<file path="config.mk">
export PLATFORM = sky130hd
export DESIGN_NAME = mem_stage
export DESIGN_NICKNAME = d
export VERILOG_FILES = /design/src/rtl/mem_stage.sv
export SDC_FILE = /design/constraint.sdc
export NUM_CORES = 1
export LEC_CHECK = 0
export BUFFER_PORTS_ARGS = -buffer_cell sky130_fd_sc_hd__buf_4
export CORE_UTILIZATION = 45
export CTS_BUF_LIST = sky130_fd_sc_hd__clkbuf_4
export CTS_CLUSTER_SIZE = 24
export DETAILED_ROUTE_END_ITERATION = 16
export GPL_TIMING_DRIVEN = 0
export MAX_ROUTING_LAYER = met4
export PLACE_DENSITY = 0.77
export SETUP_SLACK_MARGIN = 0.02
export SYNTH_ARGS = -nofsm -noshare
export SYNTH_HDL_FRONTEND = slang
export SYNTH_SLANG_ARGS = --single-unit
</file>
<file path="constraint.sdc">
create_clock -name clock -period 1.9 [get_ports clock]
set_input_delay 0.38 -clock clock [delete_from_list [all_inputs] [get_ports clock]]
set_output_delay 0.38 -clock clock [all_outputs]
set_load 0.005 [all_outputs]
</file>
<file path="src/rtl/mem_stage.sv">
// rtl/mem_stage.sv - RV32IM memory-access stage: ALU writeback or load/store bus access
//
// Ports:
//   clock, reset_n                 single clock, asynchronous active-low reset
//   in_valid/in_ready              upstream handshake (ready only while IDLE)
//   alu_result, store_data,        ALU result / effective address, rs2, access
//   funct3, mem_read, mem_write,   size+sign, op kind (mem_read wins), rd and
//   rd, reg_write                  its write enable
//   bus_req/bus_ack                data-bus request held until ack
//   bus_we, bus_addr, bus_wdata,   word-aligned address, lane-replicated store
//   bus_wstrb, bus_rdata           data, byte strobes, load word
//   wb_valid, wb_rd, wb_we,        one registered retire beat per instruction
//   wb_data, misaligned
//
// Optional feature: define MEM_MISALIGN_TRAP_EN to retire misaligned H/W
// accesses immediately with misaligned=1 instead of issuing a bus transfer.

module mem_stage (
    input  logic        clock,
    input  logic        reset_n,
    input  logic        in_valid,
    output logic        in_ready,
    input  logic [31:0] alu_result,
    input  logic [31:0] store_data,
    input  logic [2:0]  funct3,
    input  logic        mem_read,
    input  logic        mem_write,
    input  logic [4:0]  rd,
    input  logic        reg_write,
    output logic        bus_req,
    output logic        bus_we,
    output logic [31:0] bus_addr,
    output logic [31:0] bus_wdata,
    output logic [3:0]  bus_wstrb,
    input  logic        bus_ack,
    input  logic [31:0] bus_rdata,
    output logic        wb_valid,
    output logic [4:0]  wb_rd,
    output logic        wb_we,
    output logic [31:0] wb_data,
    output logic        misaligned
);

    typedef enum logic {
        S_IDLE   = 1'b0,
        S_ACCESS = 1'b1
    } state_t;

    state_t      state_q, state_d;
    logic [31:0] addr_q, addr_d;
    logic [2:0]  funct3_q, funct3_d;
    logic [4:0]  rd_q, rd_d;
    logic        reg_write_q, reg_write_d;
    logic        bus_we_q, bus_we_d;
    logic [31:0] bus_wdata_q, bus_wdata_d;
    logic [3:0]  bus_wstrb_q, bus_wstrb_d;
    logic        wb_valid_q, wb_valid_d;
    logic [4:0]  wb_rd_q, wb_rd_d;
    logic        wb_we_q, wb_we_d;
    logic [31:0] wb_data_q, wb_data_d;
    logic        misaligned_q, misaligned_d;

    logic        is_mem;
    logic        misalign_in;
    logic [3:0]  st_wstrb;
    logic [31:0] st_wdata;
    logic [7:0]  ld_byte;
    logic [15:0] ld_half;
    logic [31:0] ld_data;

    assign is_mem = mem_read | mem_write;

`ifdef MEM_MISALIGN_TRAP_EN
    // funct3[1:0]: 00 byte, 01 half, 1x word (011/110/111 behave as word).
    assign misalign_in = ((funct3[1:0] == 2'b01) && alu_result[0]) ||
                         (funct3[1] && (alu_result[1:0] != 2'b00));
`else
    assign misalign_in = 1'b0;
`endif

    // Store lane steering from the incoming address; offsets finer than
    // the access size are dropped.
    always_comb begin
        st_wstrb = 4'b1111;
        st_wdata = store_data;
        case (funct3[1:0])
            2'b00: begin
                st_wstrb = 4'b0001 << alu_result[1:0];
                st_wdata = {4{store_data[7:0]}};
            end
            2'b01: begin
                st_wstrb = alu_result[1] ? 4'b1100 : 4'b0011;
                st_wdata = {2{store_data[15:0]}};
            end
            default: begin
                st_wstrb = 4'b1111;
                st_wdata = store_data;
            end
        endcase
    end

    // Load extraction from the latched address; funct3[2] selects zero-extend.
    always_comb begin
        ld_half = addr_q[1] ? bus_rdata[31:16] : bus_rdata[15:0];
        case (addr_q[1:0])
            2'b00:   ld_byte = bus_rdata[7:0];
            2'b01:   ld_byte = bus_rdata[15:8];
            2'b10:   ld_byte = bus_rdata[23:16];
            default: ld_byte = bus_rdata[31:24];
        endcase
        case (funct3_q[1:0])
            2'b00:   ld_data = funct3_q[2] ? {24'd0, ld_byte} : {{24{ld_byte[7]}}, ld_byte};
            2'b01:   ld_data = funct3_q[2] ? {16'd0, ld_half} : {{16{ld_half[15]}}, ld_half};
            default: ld_data = bus_rdata;
        endcase
    end

    always_comb begin
        state_d      = state_q;
        addr_d       = addr_q;
        funct3_d     = funct3_q;
        rd_d         = rd_q;
        reg_write_d  = reg_write_q;
        bus_we_d     = bus_we_q;
        bus_wdata_d  = bus_wdata_q;
        bus_wstrb_d  = bus_wstrb_q;
        wb_valid_d   = 1'b0;
        wb_rd_d      = wb_rd_q;
        wb_we_d      = 1'b0;
        wb_data_d    = wb_data_q;
        misaligned_d = 1'b0;

        case (state_q)
            S_IDLE: begin
                if (in_valid) begin
                    if (!is_mem) begin
                        wb_valid_d = 1'b1;
                        wb_rd_d    = rd;
                        wb_we_d    = reg_write && (rd != 5'd0);
                        wb_data_d  = alu_result;
                    end else if (misalign_in) begin
                        // Trap beat carries the faulting address, no bus traffic.
                        wb_valid_d   = 1'b1;
                        wb_rd_d      = rd;
                        wb_data_d    = alu_result;
                        misaligned_d = 1'b1;
                    end else begin
                        addr_d      = alu_result;
                        funct3_d    = funct3;
                        rd_d        = rd;
                        reg_write_d = reg_write;
                        bus_we_d    = ~mem_read;
                        bus_wstrb_d = mem_read ? 4'b0000 : st_wstrb;
                        bus_wdata_d = mem_read ? 32'd0 : st_wdata;
                        state_d     = S_ACCESS;
                    end
                end
            end
            S_ACCESS: begin
                if (bus_ack) begin
                    state_d    = S_IDLE;
                    wb_valid_d = 1'b1;
                    wb_rd_d    = rd_q;
                    if (bus_we_q) begin
                        wb_data_d = 32'd0;
                    end else begin
                        wb_data_d = ld_data;
                        wb_we_d   = reg_write_q && (rd_q != 5'd0);
                    end
                end
            end
            default: state_d = S_IDLE;
        endcase
    end

    always_ff @(posedge clock or negedge reset_n) begin
        if (!reset_n) begin
            state_q      <= S_IDLE;
            addr_q       <= 32'd0;
            funct3_q     <= 3'd0;
            rd_q         <= 5'd0;
            reg_write_q  <= 1'b0;
            bus_we_q     <= 1'b0;
            bus_wdata_q  <= 32'd0;
            bus_wstrb_q  <= 4'd0;
            wb_valid_q   <= 1'b0;
            wb_rd_q      <= 5'd0;
            wb_we_q      <= 1'b0;
            wb_data_q    <= 32'd0;
            misaligned_q <= 1'b0;
        end else begin
            state_q      <= state_d;
            addr_q       <= addr_d;
            funct3_q     <= funct3_d;
            rd_q         <= rd_d;
            reg_write_q  <= reg_write_d;
            bus_we_q     <= bus_we_d;
            bus_wdata_q  <= bus_wdata_d;
            bus_wstrb_q  <= bus_wstrb_d;
            wb_valid_q   <= wb_valid_d;
            wb_rd_q      <= wb_rd_d;
            wb_we_q      <= wb_we_d;
            wb_data_q    <= wb_data_d;
            misaligned_q <= misaligned_d;
        end
    end

    // bus_req follows the state flop, so reset drops it asynchronously.
    assign in_ready   = (state_q == S_IDLE);
    assign bus_req    = (state_q == S_ACCESS);
    assign bus_we     = bus_we_q;
    assign bus_addr   = {addr_q[31:2], 2'b00};
    assign bus_wdata  = bus_wdata_q;
    assign bus_wstrb  = bus_wstrb_q;
    assign wb_valid   = wb_valid_q;
    assign wb_rd      = wb_rd_q;
    assign wb_we      = wb_we_q;
    assign wb_data    = wb_data_q;
    assign misaligned = misaligned_q;

endmodule

</file>
==> results.cfg <==
[floorplanning]
initial_utilization = 0.4627
dieArea_sq_um = 13490
ios = 222
die_w_microns = 116.1
core-area_sq_um = 12670
die_h_microns = 116.1
rows = 41

[clock_tree]
cts_htree_levels = 4
cts.clk_slew.worst_paths_ns = 0.12
cts.path.max_buffers = 2
cts_buffers = 17
cts_sinks = 118
clock-root-buffer = clkbuf_4
cts_tree = built
insertion_delay_ns = 0.53

[synth]
synth_ff_type = dfrtp_1
yosysTopAreaCellShare = 0.5036
synthCells = 572
ys_ff_latch = 118
syn-cell-area_sq_um = 5863
avgSynthCellArea_sq_um = 10.25
synth_edf_count = 0
ys_seq_area_frac = 0.5036
yosys-top-cells-area = dfrtp_1 (50%), mux2_2 (9.0%), buf_4 (4.2%), a21oi_1 (3.9%), mux2i_1 (3.9%)
async_reset_ff_frac = 1.000
synth_area_leader_cell = dfrtp_1
synth_cell_types = 39
synth_warnings = 0

[timing]
fin_crit_ns = 1.819
max_freq_mhz = 549.7
finClkSkew_ns = 0.02085
maxSlewHeadroom = 0.4804
tightest_slew_ns = 0.7794
setup_viol = 0
setup_ws_ns = 0.08091
maxSlewViolCount = 0
hold_viol = 0
period_share = 0.9574
rsz0062_at_grt = false

[route]
dr.pass1.iters = 4
drc = 0
drt_iter0_drc = 369
routedWlPerCell_microns = 19.13
drt_wl_total_microns = 19100
postRouteAntennaNets = 0
viasPerCell = 5.492
vias = 5481

[place]
gp_congestion = 0.8853
pre_cts_ws_ns = -0.2271
numPortBuffers = 216
placed_cell_area_sq_um = 7739
dp_cells = 963
hpwl_microns = 14470

[power_and_ir_drop]
power_uw = 8968
seq_power_share = 0.397
switchingPower_uw = 2773
vdd.ir_drop.worst_uv = 437.1
clockPowerShare = 0.255
sw_frac_of_total = 0.3092
leakagePower_uw = 0.003880
intPower_uw = 6195
combPwrFrac = 0.348
power_density_nw_per_um2 = 1095

[grt]
antenna_found_initial = 0
grt_pass1_wl_microns = 28520
grt_max_degree = 89
grt_use_total = 0.2953
grt_overflow = 0
grt_pass1_vias = 5476

[finish]
final_area_sq_um = 8189
area_delta_synth_final_pct = 39.67
nets = 925
antennaDiodeCount = 0
stdcell_count = 998
drive_above_1_share = 0.4395

[setup_path]
crit_type = reg2reg
r2r-end = wb_data[23]
critPathMaxFanout = 10
required_ns = 2.31
r2r_cells = 5
reg2reg_slack_ns = 0.08
timing.critical_path.arrival_ns = 2.22
reg2reg_from = addr_q[1]
start_kind = flip-flop
crit_path_end_kind = flip-flop

[job]
drv_cap = 0

[worst_hold_path]
whs_endpoint = addr_q[24]
min_path_type = in2reg
min_from = alu_result[24]
min_path_cells = 2

[outcome]
outcome = finished clean
==> metrics by stage <==
stage / utilization / setup TNS, ns / hold WS (ns)
after floorplan: - / 0 / 0.08441
after global placement: 0.6083 / -6.439 / 0.4629
after detailed placement: 0.6107 / -5.873 / 0.2806
after CTS: 0.6427 / -0.005522 / 0.03714
after global routing: 0.6463 / 0 / 0.05511
final: 0.6463 / 0 / 0.08079
==> cell families (layout without fill, tap and decap cells) <==
group | count (synthesis) | count (layout) | synth area share
compound gates | 171 | 171 | 0.1797
simple gates | 132 | 132 | 0.1067
flops | 118 | 118 | 0.5036
buf+inv | 79 | 331 | 0.07597
mux | 71 | 71 | 0.1334
other cells | 1 | 3 | 0.0006396
==> synthesized netlist by cell type, types with 2 or more instances <==
| cell type | count |
|---|---|
| buf_2 | 14 |
| a22o_1 | 3 |
| o22ai_1 | 22 |
| nor2b_1 | 21 |
| a21o_1 | 2 |
| or4_1 | 2 |
| mux2i_1 | 23 |
| a21oi_1 | 46 |
| buf_4 | 33 |
| nand3_1 | 8 |
| clkbuf_1 | 25 |
| nand2_1 | 49 |
| dfrtp_1 | 118 |
| nor2_1 | 35 |
| o21ai_0 | 39 |
| a211oi_1 | 6 |
| o221ai_1 | 2 |
| o31ai_1 | 27 |
| o21bai_1 | 10 |
| o211ai_1 | 8 |
| inv_1 | 5 |
| nand2b_1 | 11 |
| mux2_2 | 47 |
==> layout by cell type, fill, tap and decap left out, types with 6 or more instances in the layout <==
cell       netlist  layout
dfrtp_1        118     116
nor2b_1         21      20
buf_2           14      13
o211ai_1         8       8
clkbuf_4         0      19
o21ai_0         39      38
nand2_1         49      49
o21bai_1        10      10
a211oi_1         6       6
nor2_1          35      34
mux2_2          47      47
a21oi_1         46      46
nand2b_1        11      11
buf_4           33     252
o22ai_1         22      22
o31ai_1         27      27
clkbuf_2         0       6
nand3_1          8       8
bufinv_16        0       6
clkbuf_1        25      17
mux2i_1         23      23
==> how the worst max path moves through the flow <==
stage              start       endpoint  slack, ns  cells past startpoint
3_3_place_gp    mem_read     wb_data[8]      -0.24                      7
2_1_floorplan  addr_q[1]    wb_data[29]       0.26                      5
5_1_grt          bus_req  bus_wdata[16]       0.03                      6
3_5_place_dp    mem_read    wb_data[12]      -0.23                      7
6_report       addr_q[1]    wb_data[23]       0.08                      5
4_1_cts          bus_req   bus_wstrb[2]     -0.006                      6
==> area by class of cell <==
cell class | instances | area [sq um]
timing repair buffer | 222 | 1693
sequential | 118 | 2955
buffer | 72 | 451.7
tap | 172 | 215.2
inverter | 6 | 25.02
clock inverter | 12 | 207.7
multi-input combinational | 377 | 2499
fill | 1050 | 4482
clock buffer | 19 | 142.6
==> metal layers <==
metal,GRT usage,part of all wire,up-vias
met3,0.06331,0.078,53
met4,0.1419,0.039,0
met2,0.4643,0.47,286
li1,-,-,2487
met1,0.3631,0.41,2655
met5,-,0,-
==> sequential cells by signal, summed over array words and instances (netlist names) <==
| name | cells |
|---|---|
| addr_q | 32 |
| bus_wdata | 32 |
| wb_data | 32 |
| rd_q | 5 |
| wb_rd | 5 |
| bus_wstrb | 4 |
| funct3_q | 3 |
| bus_req | 1 |
| bus_we | 1 |
| reg_write_q | 1 |
| wb_valid | 1 |
| wb_we | 1 |
==> repair_timing <==
| item | in CTS | in global routing |
|---|---|---|
| hold buffers | 1 | 0 |
| hold endpoints to repair | 30 | 0 |
| endpoints found under the setup margin | 30 | 62 |
| resized for setup | 11 | 18 |
| setup buffers | 2 | 2 |
==> power groups by stage <==
stage,Sequential [uW],Clock (uW),Combinational (uW)
after floorplan,3550,0,1460
after global placement,3570,0,3000
after detailed placement,3600,0,3070
after CTS,3550,2300,3110
after global routing,3630,2410,3420
final,3560,2280,3120
==> worst max-delay path, stage by stage (launching register included) <==
cell and delay (ns):
dfrtp_2 0.43, mux4_2 0.56, and2_4 0.20, o21ai_4 0.24
buf_6 0.19, o22ai_1 0.10
Power figures use the tool's default switching activity.
